--- src/rtl/fetch_stage_pkg.sv ---
// Shared constants and next-PC selection for the instruction-fetch stage.
// The package constants supply the default parameter values of the fetch stage.
package fetch_stage_pkg;

    localparam int unsigned    WIDTH_DEF     = 32;
    localparam logic [31:0]    RESET_PC_DEF  = 32'h0000_0000;
    localparam logic [31:0]    NOP_INSTR_DEF = 32'h0000_0000;  // sll $0,$0,0

    typedef enum logic [1:0] {
        PcHold,
        PcJump,
        PcBranch,
        PcSeq
    } pc_sel_e;

    // Hazard stall beats any redirect; a jump beats a taken branch.
    function automatic pc_sel_e pc_sel(logic stall, logic jump, logic branch);
        if (stall) return PcHold;
        if (jump) return PcJump;
        if (branch) return PcBranch;
        return PcSeq;
    endfunction

endpackage

--- src/rtl/fetch_stage_if.sv ---
// Control, memory and IF/ID signals between the fetch stage and the rest of the core.
// The slave modport is the fetch stage; the master modport is the surrounding core.
interface fetch_stage_if #(
    parameter int unsigned WIDTH = 32
);
    logic             stallF;
    logic             stallD;
    logic             flushD;
    logic             pcSrcD;
    logic             jumpD;
    logic [WIDTH-1:0] pcBranchD;
    logic [WIDTH-1:0] pcJumpD;
    logic [WIDTH-1:0] imemRdata;
    logic [WIDTH-1:0] imemAddr;
    logic [WIDTH-1:0] instrD;
    logic [WIDTH-1:0] pcPlus4D;
    logic             validD;

    modport master (
        output stallF, stallD, flushD, pcSrcD, jumpD, pcBranchD, pcJumpD, imemRdata,
        input  imemAddr, instrD, pcPlus4D, validD
    );

    modport slave (
        input  stallF, stallD, flushD, pcSrcD, jumpD, pcBranchD, pcJumpD, imemRdata,
        output imemAddr, instrD, pcPlus4D, validD
    );
endinterface

--- src/rtl/fetch_stage_pipe_reg.sv ---
// Pipeline register with async active-low reset, hold enable and synchronous clear.
// Hold (en=0) takes precedence over clear, so a stalled stage cannot be flushed.
module fetch_stage_pipe_reg #(
    parameter int unsigned   W         = 32,
    parameter logic [W-1:0]  RESET_VAL = '0
) (
    input  logic         clk,
    input  logic         rst,
    input  logic         en,
    input  logic         clr,
    input  logic [W-1:0] d,
    output logic [W-1:0] q
);
    always_ff @(posedge clk or negedge rst) begin
        if (!rst) begin
            q <= RESET_VAL;
        end else if (en) begin
            q <= clr ? RESET_VAL : d;
        end
    end
endmodule

--- src/rtl/fetch_stage.sv ---
// Instruction-fetch stage: PC register, next-PC selection and the IF/ID pipeline register.
// imemAddr depends only on the PC register; imemRdata reaches outputs only through flops.
module fetch_stage
    import fetch_stage_pkg::*;
#(
    parameter int unsigned      WIDTH     = WIDTH_DEF,
    parameter logic [WIDTH-1:0] RESET_PC  = RESET_PC_DEF[WIDTH-1:0],
    parameter logic [WIDTH-1:0] NOP_INSTR = NOP_INSTR_DEF[WIDTH-1:0]
) (
    input logic          clk,
    input logic          rst,
    fetch_stage_if.slave bus
);
    logic [WIDTH-1:0] pc_q, pc_d;
    logic [WIDTH-1:0] pc_plus4_f;
    logic [WIDTH-1:0] jump_target;
    logic             unused_jump_hi;

    assign pc_plus4_f  = pc_q + WIDTH'(4);
    // Jumps stay inside the 256 MB region of the instruction after the jump.
    assign jump_target = {bus.pcPlus4D[WIDTH-1:WIDTH-4], bus.pcJumpD[WIDTH-5:0]};
    assign unused_jump_hi = ^bus.pcJumpD[WIDTH-1:WIDTH-4];

    always_comb begin
        pc_d = pc_q;
        unique case (pc_sel(bus.stallF, bus.jumpD, bus.pcSrcD))
            PcHold:   pc_d = pc_q;
            PcJump:   pc_d = jump_target;
            PcBranch: pc_d = bus.pcBranchD;
            PcSeq:    pc_d = pc_plus4_f;
            default:  pc_d = pc_q;
        endcase
    end

    always_ff @(posedge clk or negedge rst) begin
        if (!rst) begin
            pc_q <= RESET_PC;
        end else begin
            pc_q <= pc_d;
        end
    end

    assign bus.imemAddr = pc_q;

    fetch_stage_pipe_reg #(
        .W         (WIDTH),
        .RESET_VAL (NOP_INSTR)
    ) u_instr_reg (
        .clk (clk),
        .rst (rst),
        .en  (~bus.stallD),
        .clr (bus.flushD),
        .d   (bus.imemRdata),
        .q   (bus.instrD)
    );

    fetch_stage_pipe_reg #(
        .W         (WIDTH),
        .RESET_VAL ('0)
    ) u_pc_plus4_reg (
        .clk (clk),
        .rst (rst),
        .en  (~bus.stallD),
        .clr (bus.flushD),
        .d   (pc_plus4_f),
        .q   (bus.pcPlus4D)
    );

    fetch_stage_pipe_reg #(
        .W         (1),
        .RESET_VAL (1'b0)
    ) u_valid_reg (
        .clk (clk),
        .rst (rst),
        .en  (~bus.stallD),
        .clr (bus.flushD),
        .d   (1'b1),
        .q   (bus.validD)
    );
endmodule

--- src/flat_wrapper.sv ---
// flat-port wrapper written by rule: the top's interface ports become plain ports
module fetch_stage_flat import fetch_stage_pkg::*;
#(
    parameter int unsigned      WIDTH     = WIDTH_DEF,
    parameter logic [WIDTH-1:0] RESET_PC  = RESET_PC_DEF[WIDTH-1:0],
    parameter logic [WIDTH-1:0] NOP_INSTR = NOP_INSTR_DEF[WIDTH-1:0]
)
  (clk, rst, bus_stallF, bus_stallD, bus_flushD, bus_pcSrcD, bus_jumpD, bus_pcBranchD, bus_pcJumpD, bus_imemRdata, bus_imemAddr, bus_instrD, bus_pcPlus4D, bus_validD);
  fetch_stage_if #(.WIDTH(WIDTH)) bus_i ();
  input logic clk;
  input logic rst;
  input wire logic [$bits(bus_i.stallF)-1:0] bus_stallF;
  input wire logic [$bits(bus_i.stallD)-1:0] bus_stallD;
  input wire logic [$bits(bus_i.flushD)-1:0] bus_flushD;
  input wire logic [$bits(bus_i.pcSrcD)-1:0] bus_pcSrcD;
  input wire logic [$bits(bus_i.jumpD)-1:0] bus_jumpD;
  input wire logic [$bits(bus_i.pcBranchD)-1:0] bus_pcBranchD;
  input wire logic [$bits(bus_i.pcJumpD)-1:0] bus_pcJumpD;
  input wire logic [$bits(bus_i.imemRdata)-1:0] bus_imemRdata;
  output wire logic [$bits(bus_i.imemAddr)-1:0] bus_imemAddr;
  output wire logic [$bits(bus_i.instrD)-1:0] bus_instrD;
  output wire logic [$bits(bus_i.pcPlus4D)-1:0] bus_pcPlus4D;
  output wire logic [$bits(bus_i.validD)-1:0] bus_validD;
  assign bus_i.stallF = bus_stallF;
  assign bus_i.stallD = bus_stallD;
  assign bus_i.flushD = bus_flushD;
  assign bus_i.pcSrcD = bus_pcSrcD;
  assign bus_i.jumpD = bus_jumpD;
  assign bus_i.pcBranchD = bus_pcBranchD;
  assign bus_i.pcJumpD = bus_pcJumpD;
  assign bus_i.imemRdata = bus_imemRdata;
  assign bus_imemAddr = bus_i.imemAddr;
  assign bus_instrD = bus_i.instrD;
  assign bus_pcPlus4D = bus_i.pcPlus4D;
  assign bus_validD = bus_i.validD;
  fetch_stage #(.WIDTH(WIDTH), .RESET_PC(RESET_PC), .NOP_INSTR(NOP_INSTR)) u_core (.clk(clk), .rst(rst), .bus(bus_i));
endmodule
--- config.mk ---
export PLATFORM = sky130hd
export DESIGN_NAME = fetch_stage_flat
export DESIGN_NICKNAME = d
export VERILOG_FILES = /design/src/rtl/fetch_stage_pkg.sv /design/src/rtl/fetch_stage_if.sv /design/src/rtl/fetch_stage_pipe_reg.sv /design/src/rtl/fetch_stage.sv /design/src/flat_wrapper.sv
export SDC_FILE = /design/constraint.sdc
export NUM_CORES = 1
export LEC_CHECK = 0
export BUFFER_PORTS_ARGS = -buffer_cell sky130_fd_sc_hd__buf_2
export CAP_MARGIN = 30
export CELL_PAD_IN_SITES_DETAIL_PLACEMENT = 0
export CELL_PAD_IN_SITES_GLOBAL_PLACEMENT = 2
export CORE_ASPECT_RATIO = 0.7
export CORE_MARGIN = 2
export CORE_UTILIZATION = 30
export DETAILED_ROUTE_END_ITERATION = 8
export PLACE_DENSITY = 0.95
export SLEW_MARGIN = 25
export SYNTH_ARGS = -nofsm -noshare
export SYNTH_HDL_FRONTEND = slang
export SYNTH_SLANG_ARGS = --single-unit
--- constraint.sdc ---
create_clock -name clk -period 5.9 [get_ports clk]
set_input_delay 1.18 -clock clk [delete_from_list [all_inputs] [get_ports clk]]
set_output_delay 1.18 -clock clk [all_outputs]
set_load 0.01 [all_outputs]
==> results.cfg <==
[detailed_routing]
vias = 4900
drc = 0
drtIter0Drc = 443
wl_per_cell_um = 17.48
dr_wl_met2_um = 7814
drt_first_pass_iters = 5
wirelength_um = 17230
vias_per_cell = 4.970
wl_met1_um = 8308
highest_layer = met4
final_antenna_net_count = 0
route.met3.wl_um = 909

[place]
placed_area_sq_mm = 0.006379
dpl_worst_slack_ns = 2.039
dp.final_hpwl_um = 12220
port_buffers = 195
gp_congestion = 0.7439

[yosys]
synth_top_family_by_area = simple AND/OR/NAND/NOR gates
syn_area_sq_mm = 0.005182
ys_seq_elements = 97
synth_fa_ha_area_share_pct = 0.9657
synth_simple_gate_area_share_pct = 21.75
synth_compound_area_share_pct = 21.34
synth_seq_area_share_pct = 46.84
syn_avg_cell_area_sq_um = 8.982
synth_edf_count = 0
synth_cell_types = 47
postSynthCellCount = 577
synth_flop_cell = dfrtp_1
yosysMostFrequentCell = dfrtp_1
synth_area_leader_cell = dfrtp_1
syn_nets = 684
ys_warn_count = 0
synth_top_area_share_pct = 46.84
synth-async-reset-ratio_pct = 100.0
synthTopCellsByCount = dfrtp_1 (97), nand2_1 (91), o21ai_0 (83), nand2b_1 (39), clkbuf_1 (37)
synthTopCellsByArea = dfrtp_1 (47%), o21ai_0 (8.0%), nand2_1 (6.6%), nand2b_1 (4.7%), a21oi_1 (3.1%)
synth_mux_area_share_pct = 0.5794
synth-xor-area-share_pct = 4.732

[cts]
hold_buffers = 0
clk_latency_ns = 0.35
cts_max_level = 3
cts.path.max_buffers = 2
cts_buffers = 9
cts_sinks = 97
ctsRootBufferMaster = clkbuf_16
cts_resized = 0
cts_tree = yes
clk_pin_slew_worst_paths_ns = 0.07
postCtsSetupBuffers = 0

[floorplanning]
start_util_pct = 30.46
die_h_um = 114.0
die_area_sq_mm = 0.01836
die_w_um = 161.1
io_pins = 200
core-area_sq_mm = 0.01702
rows = 40

[sta]
rsz0062_at_grt = false
finClkSkew_ns = 0.006184
report.final.slew_viol_count = 0
min_period_ns = 3.467
setup_slack_ns = 2.434
timing.final.crit_share_pct = 58.75
setup-violations-final = 0
finalHoldViolCount = 0
final.setup.tns_ns = 0
worst-slew-pin-transition_ns = 0.9030
fmax_ghz = 0.2885
slew_headroom_pct = 39.57

[setup_path]
start_kind = input pin
critPathArrivalTime_ns = 3.70
cp_max_fo = 55
path_class = in2reg
required_ns = 6.13
endpoint_kind = flip-flop

[cells_and_area]
syn_to_final_growth_pct = 29.16
fin_util_pct = 39.34
final_area_sq_mm = 0.006694
nNetsFinal = 857
layout-drive-gt1-share_pct = 30.50

[global_route]
grt_max_degree = 73
grt_pass1_vias = 4742
grt_usage_pct = 19.06
grt_pass1_wl_um = 27120
grt_antenna_before_repair = 0
grt_overflow = 0

[pwr]
ir_drop_mv = 0.1844
leakagePower_nw = 3.231
p_per_area_mw_per_mm2 = 267.2

[run]
max_cap_viol_count = 0

[status]
run_status = complete, no violations

[worst_hold_path]
hp-class = reg2reg
[per-layer routing]
layer | global-route usage (%) | vias up
li1 | - | 2412
met1 | 27.17 | 2340
met2 | 29.70 | 138
met3 | 4.473 | 10
met4 | 3.929 | 0
met5 | 0 | -
[report_power, final]
| group | internal (mW) | switching, mW | leakage (nW) |
|---|---|---|---|
| Combinational | 0.144 | 0.203 | 1.83 |
| Sequential | 0.732 | 0.0789 | 1.25 |
| Clock | 0.370 | 0.261 | 0.149 |
| Total | 1.25 | 0.543 | 3.23 |
[logic make-up (layout without fill, tap and decap cells)]
group,Yosys count,in the layout
flops,97,97
compound gates,180,180
other cells,0,1
simple gates,213,213
buf+inv,52,229
fa+ha+maj,4,4
xor+xnor,28,28
mux,3,3
[critical path, stage by stage]
cell and delay [ns]:
buf_2 0.13, nor2_4 0.48, clkinv_1 0.13, buf_4 0.28
ha_2 0.22, buf_4 0.31, inv_1 0.13, buf_4 0.22
nand2_1 0.23, a221oi_1 0.31, a21oi_1 0.07
[path summary, 6_finish.rpt]
| path | from | to | slack, ns | cells past startpoint |
|---|---|---|---|---|
| setup / recovery | bus_stallF | u_core.bus.imemAddr[15] | 2.43 | 11 |
| setup reg to reg | u_core.bus.imemAddr[2] | u_core.bus.imemAddr[30] | 3.43 | 6 |
| max in group asynchronous | rst | u_core.u_pc_plus4_reg.q[15] | 3.91 | 2 |
| hold / removal | u_core.u_pc_plus4_reg.q[20] | u_core.u_pc_plus4_reg.q[20] | 0.48 | 2 |
| min in group asynchronous | rst | u_core.u_instr_reg.q[25] | 0.85 | 1 |
| hold reg to reg | u_core.u_pc_plus4_reg.q[20] | u_core.u_pc_plus4_reg.q[20] | 0.48 | 2 |
[flip-flops by register name, summed over array words and instances, names as in the netlist]
name	count
u_core.bus.imemAddr	32
u_core.u_valid_reg.q	1
u_core.u_pc_plus4_reg.q	32
u_core.u_instr_reg.q	32
[cells in the final DEF (no fill, tap or decap), types with 3 or more instances in the layout]
master       n
o31a_1       3
o22ai_1      4
nor2_1      12
xnor2_1     10
o21ai_0     83
nand2b_1    39
mux2i_1      3
buf_4       10
inv_1        9
o31ai_1     11
a21oi_1     32
buf_2      193
a22o_1      11
nor3_1       4
nor4_1       3
a221oi_1    12
nand3_1     25
nand4_1      8
o21ai_1      3
a221o_1      4
clkbuf_16    9
nand2_1     91
and3_1      12
o311a_1      4
or4_1        4
o21a_1       4
xor2_1      18
dfrtp_1     97
[per-stage QoR]
step,std cells,hold slack (ns),power [mW]
6_report,986,0.4777,1.789
5_1_grt,985,0.5076,1.882
4_1_cts,985,0.4813,1.812
3_5_place_dp,970,0.4643,1.174
3_3_place_gp,969,0.4609,1.169
2_1_floorplan,577,0.5168,0.9894
[layout make-up]
type	instances	area, sq um
repair buffers	204	1056
diodes	1	2.502
clock buffers	10	229.0
fillers	1776	10320
multi-input cells	428	2571
inverters	10	37.54
well taps	231	289.0
clock inverters	5	81.33
flip-flops and latches	97	2427
Note: power is estimated with default switching activity, not from simulation.
